### src/rtl/intersection_pkg.sv
// Shared definitions for the highway/country intersection scheduler:
// light encodings, FSM state encodings, default dwell times and a helper
// that sizes the phase timer from the configured dwells.
package intersection_pkg;

    typedef enum logic [1:0] {
        LIGHT_RED    = 2'd0,
        LIGHT_YELLOW = 2'd1,
        LIGHT_GREEN  = 2'd2
    } light_t;

    // Encoding 3'd7 is unused and is treated as illegal by the scheduler.
    typedef enum logic [2:0] {
        HWY_GREEN    = 3'd0,
        HWY_YELLOW   = 3'd1,
        ALL_RED_A    = 3'd2,
        CNTRY_GREEN  = 3'd3,
        CNTRY_YELLOW = 3'd4,
        PED_WALK     = 3'd5,
        ALL_RED_B    = 3'd6
    } state_t;

    localparam int DEF_MIN_GREEN       = 8;
    localparam int DEF_YELLOW_TIME     = 3;
    localparam int DEF_ALL_RED_TIME    = 2;
    localparam int DEF_MAX_CNTRY_GREEN = 16;
    localparam int DEF_WALK_TIME       = 10;

    // Largest of the five dwells; the timer must hold (largest dwell - 1).
    function automatic int max_dwell(input int a, input int b, input int c,
                                     input int d, input int e);
        int m;
        m = a;
        if (b > m) m = b;
        if (c > m) m = c;
        if (d > m) m = d;
        if (e > m) m = e;
        return m;
    endfunction

endpackage

### src/rtl/phase_timer.sv
// Phase dwell counter: loads a value, counts down once per cycle and
// sticks at zero. The zero flag marks the last cycle of a timed phase.
module phase_timer #(
    parameter int W = 4
) (
    input  logic         clk,
    input  logic         load,
    input  logic [W-1:0] load_val,
    output logic [W-1:0] count,
    output logic         zero
);

    // Load has priority; otherwise decrement until zero and hold there.
    always_ff @(posedge clk) begin
        if (load) begin
            count <= load_val;
        end else if (count != '0) begin
            count <= count - W'(1);
        end
    end

    assign zero = (count == '0);

endmodule

### src/rtl/intersection_scheduler.sv
// Traffic-light scheduler for a highway / country-road crossing with an
// optional pedestrian phase.
//
// Build option: define INTERSECTION_PED_CROSSING_EN to include the
// pedestrian walk phase, the pending-request latch and the round-robin
// tie breaker between country traffic and pedestrians. Without it the
// ped_req port is ignored and walk is held at 0.
//
// Outputs decode from the state register only, so sensor and button
// inputs never reach the lamps combinationally.
module intersection_scheduler
    import intersection_pkg::*;
#(
    parameter int MIN_GREEN       = DEF_MIN_GREEN,
    parameter int YELLOW_TIME     = DEF_YELLOW_TIME,
    parameter int ALL_RED_TIME    = DEF_ALL_RED_TIME,
    parameter int MAX_CNTRY_GREEN = DEF_MAX_CNTRY_GREEN,
    parameter int WALK_TIME       = DEF_WALK_TIME
) (
    input  logic       clk,
    input  logic       clear,
    input  logic       X,
    input  logic       ped_req,
    output logic [1:0] hwy,
    output logic [1:0] cntry,
    output logic       walk
);

    localparam int DMAX = max_dwell(MIN_GREEN, YELLOW_TIME, ALL_RED_TIME,
                                    MAX_CNTRY_GREEN, WALK_TIME);
    localparam int TW   = (DMAX > 1) ? $clog2(DMAX) : 1;

    state_t          state;
    state_t          state_next;
    logic            tmr_load;
    logic [TW-1:0]   tmr_val;
    logic [TW-1:0]   unused_tmr_count;
    logic            tmr_zero;
    logic            ped_want;

    // Dwell of a phase minus one: the value the timer starts from on entry.
    function automatic logic [TW-1:0] dwell_m1(input state_t s);
        case (s)
            HWY_GREEN:    return TW'(MIN_GREEN - 1);
            HWY_YELLOW:   return TW'(YELLOW_TIME - 1);
            ALL_RED_A:    return TW'(ALL_RED_TIME - 1);
            CNTRY_GREEN:  return TW'(MAX_CNTRY_GREEN - 1);
            CNTRY_YELLOW: return TW'(YELLOW_TIME - 1);
            PED_WALK:     return TW'(WALK_TIME - 1);
            ALL_RED_B:    return TW'(ALL_RED_TIME - 1);
            default:      return TW'(MIN_GREEN - 1);
        endcase
    endfunction

`ifdef INTERSECTION_PED_CROSSING_EN
    logic ped_pending;
    logic rr_ped;       // 1: pedestrians were served last, 0: country
    logic enter_walk;
    logic enter_cntry;

    assign enter_walk  = (state_next == PED_WALK)    && (state != PED_WALK);
    assign enter_cntry = (state_next == CNTRY_GREEN) && (state != CNTRY_GREEN);
    assign ped_want    = ped_pending;

    // Latch button presses until the walk phase is entered; entry wins over
    // a press in the same cycle. Remember which side was served last.
    always_ff @(posedge clk) begin
        if (clear) begin
            ped_pending <= 1'b0;
            rr_ped      <= 1'b1;
        end else begin
            if (enter_walk) begin
                ped_pending <= 1'b0;
            end else if (ped_req && (state != PED_WALK)) begin
                ped_pending <= 1'b1;
            end
            if (enter_cntry) begin
                rr_ped <= 1'b0;
            end else if (enter_walk) begin
                rr_ped <= 1'b1;
            end
        end
    end
`else
    logic unused_ped_req;

    assign unused_ped_req = ped_req;
    assign ped_want       = 1'b0;
`endif

    // Timer restarts on clear and on every phase change.
    assign tmr_load = clear || (state_next != state);
    assign tmr_val  = clear ? TW'(MIN_GREEN - 1) : dwell_m1(state_next);

    phase_timer #(
        .W (TW)
    ) u_phase_timer (
        .clk      (clk),
        .load     (tmr_load),
        .load_val (tmr_val),
        .count    (unused_tmr_count),
        .zero     (tmr_zero)
    );

    // State register; clear forces highway green from any state.
    always_ff @(posedge clk) begin
        if (clear) begin
            state <= HWY_GREEN;
        end else begin
            state <= state_next;
        end
    end

    // Next-state selection; unknown encodings fall back to highway green.
    always_comb begin
        state_next = state;
        case (state)
            HWY_GREEN: begin
                if (tmr_zero && (X || ped_want)) state_next = HWY_YELLOW;
            end
            HWY_YELLOW: begin
                if (tmr_zero) state_next = ALL_RED_A;
            end
            ALL_RED_A: begin
                if (tmr_zero) begin
`ifdef INTERSECTION_PED_CROSSING_EN
                    if (X && ped_pending) begin
                        state_next = rr_ped ? CNTRY_GREEN : PED_WALK;
                    end else if (X) begin
                        state_next = CNTRY_GREEN;
                    end else if (ped_pending) begin
                        state_next = PED_WALK;
                    end else begin
                        state_next = HWY_GREEN;
                    end
`else
                    state_next = X ? CNTRY_GREEN : HWY_GREEN;
`endif
                end
            end
            CNTRY_GREEN: begin
                if (!X || tmr_zero) state_next = CNTRY_YELLOW;
            end
            CNTRY_YELLOW: begin
                if (tmr_zero) state_next = ALL_RED_B;
            end
`ifdef INTERSECTION_PED_CROSSING_EN
            PED_WALK: begin
                if (tmr_zero) state_next = ALL_RED_B;
            end
`endif
            ALL_RED_B: begin
                if (tmr_zero) state_next = HWY_GREEN;
            end
            default: begin
                state_next = HWY_GREEN;
            end
        endcase
    end

    // Lamp decode from the state register alone; unknown states show all red.
    always_comb begin
        hwy   = LIGHT_RED;
        cntry = LIGHT_RED;
        walk  = 1'b0;
        case (state)
            HWY_GREEN:    hwy   = LIGHT_GREEN;
            HWY_YELLOW:   hwy   = LIGHT_YELLOW;
            CNTRY_GREEN:  cntry = LIGHT_GREEN;
            CNTRY_YELLOW: cntry = LIGHT_YELLOW;
`ifdef INTERSECTION_PED_CROSSING_EN
            PED_WALK:     walk  = 1'b1;
`endif
            default:      ;
        endcase
    end

endmodule

### config.mk
export PLATFORM = sky130hd
export DESIGN_NAME = intersection_scheduler
export DESIGN_NICKNAME = d
export VERILOG_FILES = /design/src/rtl/intersection_pkg.sv /design/src/rtl/phase_timer.sv /design/src/rtl/intersection_scheduler.sv
export SDC_FILE = /design/constraint.sdc
export NUM_CORES = 1
export LEC_CHECK = 0
export BUFFER_PORTS_ARGS = -buffer_cell sky130_fd_sc_hd__buf_2
export CAP_MARGIN = 20
export CORE_AREA = 2 2 39 41
export CTS_CLUSTER_SIZE = 10
export DETAILED_ROUTE_END_ITERATION = 6
export DIE_AREA = 0 0 41 43
export PLACE_DENSITY = 0.58
export SYNTH_ARGS = -nofsm -noshare
export SYNTH_HDL_FRONTEND = slang
export SYNTH_SLANG_ARGS = --single-unit
export TNS_END_PERCENT = 50
### constraint.sdc
create_clock -name clk -period 2.2 [get_ports clk]
set_clock_uncertainty 0.05 [all_clocks]
set_input_delay 0.33 -clock clk [delete_from_list [all_inputs] [get_ports clk]]
set_output_delay 0.33 -clock clk [all_outputs]
set_load 0.05 [all_outputs]
==> results.txt <==
Net Switching: 0.0001580 W
Max Buffers Root-to-Sink: 2
Post-synthesis cell count: 61
Hold path startpoint: clear
Period utilisation layout: 0.9327
CTS tree: built
Core ar.: 1384 um^2
Rows: 14
Top sig layer: met4
Setup violators final: 0
Syn Std Cell Area: 541.8 um^2
WL met3: 30 um
Number of diodes: 0
I/O pins: 9
Final Max Tran Viols: 0
Clock Latency Late Sink: 250 ps
Worst Setup SP: u_phase_timer.count[0]
DRT iter0 DRCs: 5
Worst reg2reg startpoint: u_phase_timer.count[0]
HPWL after DPL: 716.8 um
Element type at the critical path start: register
Die Y: 43 um
Clk pwr share: 0.240
First-pass GRT wire length: 1538 um
Syn nets: 66
Max frequency: 487.3 MHz
Worst Path Arrival: 1950 ps
Synth top area share: 0.2217
Fillers: 135
Final ANT Viol Nets: 0
Initial cell density of the core: 0.3915
DRC: 0
Seq/Total Area, Yosys: 0.3326
Status: finished, final reports clean
Wire length per cell: 11.64 um
Yosys reg bits: 7
CTS root buffer: clkbuf_4
CTS resizes: 0
Final hold violation count: 0
Clk slew on worst S/H paths: 50 ps
DRT met1 WL: 444 um
Initial antenna violation count: 0
Synth warn: 0
Area delta synth->final: 6.928%
Cts hold-fix bufs: 0
Minimum clock period: 2052 ps
Comb pwr share: 0.324
Largest net degree at the start of global routing: 12
Worst VDD drop: 0.4489 mV
P per Cell Area: 841.0 nW/um^2
DR vias/cell: 5.383
Post-synth top area cell: edfxtp_1
Grt ovf: 0
RSZ-0062 raised after global routing: no
Htree depth: 1
Die X: 41 um
Routability congestion estimate: 0.8118
Cell variety after synth: 31
Commonest non-fill, non-tap cells in the layout: nor2_1, nor3_1, buf_2
Syn Area/Cell: 8.881 um^2
# nets final: 71
Commonest non-fill, non-tap cell in the layout: nor2_1
Crit-path max FO: 7
Worst Setup End Kind: register
Critical Path RT: 2100 ps
Register share of total power: 0.436
Routed WL: 943 um
Leakage: 0.2359 nW
PortBufs: 6
Switching share of power: 0.3243
Max-Cap Viols: 0
CTS Buf Count: 3
Top post-synthesis cells by area: edfxtp_1, dfxtp_1, nor3_1
Hold WC Path Type: input pin to register
Postcts setup bufs: 0
Gr usage total: 0.1318
Met2 Routed Length: 446 um
DIE AREA: 1763 um^2
Layout cells sized above 1: 0.2308
Setup_tns: 0 ps
Setup CP Type: register to register
Final hold slack: 331.1 ps
Via count: 436
Pre-antenna DRT Iters: 2
Clock sinks: 7
Vias in the first global route: 376
Internal: 0.0003292 W
## logic make-up (layout without fill, tap and decap cells)
kind of cell	count (synthesis)	count (layout)	share of synthesized area
AOI/OAI and AO/OA	16	16	0.2725
xor gates and xnor gates	2	2	0.03234
adders and majority gates	1	1	0.02309
buffers and inverters	10	14	0.09929
DFF	7	7	0.3326
muxes	1	1	0.02078
other	1	1	0.006922
and+or+nand+nor	23	23	0.2125
## cells in the mapped netlist, drive strengths merged
| library cell | count |
|---|---|
| a21oi | 5 |
| buf | 3 |
| dfxtp | 3 |
| inv | 4 |
| nand3b | 1 |
| mux2 | 1 |
| nor3b | 1 |
| o211a | 1 |
| o31ai | 1 |
| edfxtp | 4 |
| ha | 1 |
| xnor2 | 1 |
| nor3 | 6 |
| clkbuf | 3 |
| nand2b | 2 |
| conb | 1 |
| o2bb2ai | 1 |
| or3b | 1 |
| a32o | 1 |
| nor2b | 1 |
| xor2 | 1 |
| nor2 | 8 |
| o21ai | 3 |
| a2bb2oi | 2 |
| nand3 | 1 |
| a22oi | 2 |
| nand2 | 2 |
## stage by stage
stage | util | worst slack, ps | instance area, um^2 | std cells | total power [W]
floorplan | - | 237.4 | 541.8 | 61 | 0.0003532
detailed placement | 0.3996 | 135.9 | 553.0 | 77 | 0.0003746
global placement | 0.3996 | 134.6 | 553.0 | 77 | 0.0003761
CTS | 0.4186 | 134.8 | 579.3 | 81 | 0.0004947
finish | 0.4186 | 148.0 | 579.3 | 81 | 0.0004872
global route | 0.4186 | 24.71 | 579.3 | 81 | 0.0005213
## worst paths after layout
path | endpoint | cells after the start | slack [ps]
hold / removal | state[2] | 2 | 330
setup reg to reg | u_phase_timer.count[1] | 6 | 150
setup / recovery | u_phase_timer.count[1] | 6 | 150
hold reg to reg | u_phase_timer.count[0] | 1 | 570
## layout make-up
class	count	area, um^2	share of cell area
Multi-Input combinational cell	44	307.8	0.5313
Inverter	4	15.01	0.02592
Clock buffer	4	26.28	0.04536
Timing Repair Buffer	6	30.03	0.05184
Tap cell	16	20.02	0.03456
Sequential cell	7	180.2	0.3110
## flip-flops by register name, summed over array words and instances, names as in the netlist
signal and cells:
u_phase_timer.count 4, state 3
## metal layers
metal,global-route usage,vias up
met3,0.03141,4
met2,0.1719,6
met1,0.1794,200
met5,0,-
met4,0.1000,0
li1,-,226
## power by group through the flow
stage | logic, W | registers [W] | clock network, W
3_5_place_dp | 0.000160 | 0.000215 | 0
3_3_place_gp | 0.000161 | 0.000215 | 0
2_1_floorplan | 0.000147 | 0.000206 | 0
6_report | 0.000158 | 0.000212 | 0.000117
5_1_grt | 0.000173 | 0.000218 | 0.000130
4_1_cts | 0.000160 | 0.000212 | 0.000122
## worst max-delay path: stages (launching register included)
cell and delay [ps]:
edfxtp_1 420, inv_1 80, ha_1 180, or3b_1 510, o21ai_4 220, o31ai_4 110
nand2_1 180
No activity file was read; power rests on OpenSTA's default activity.
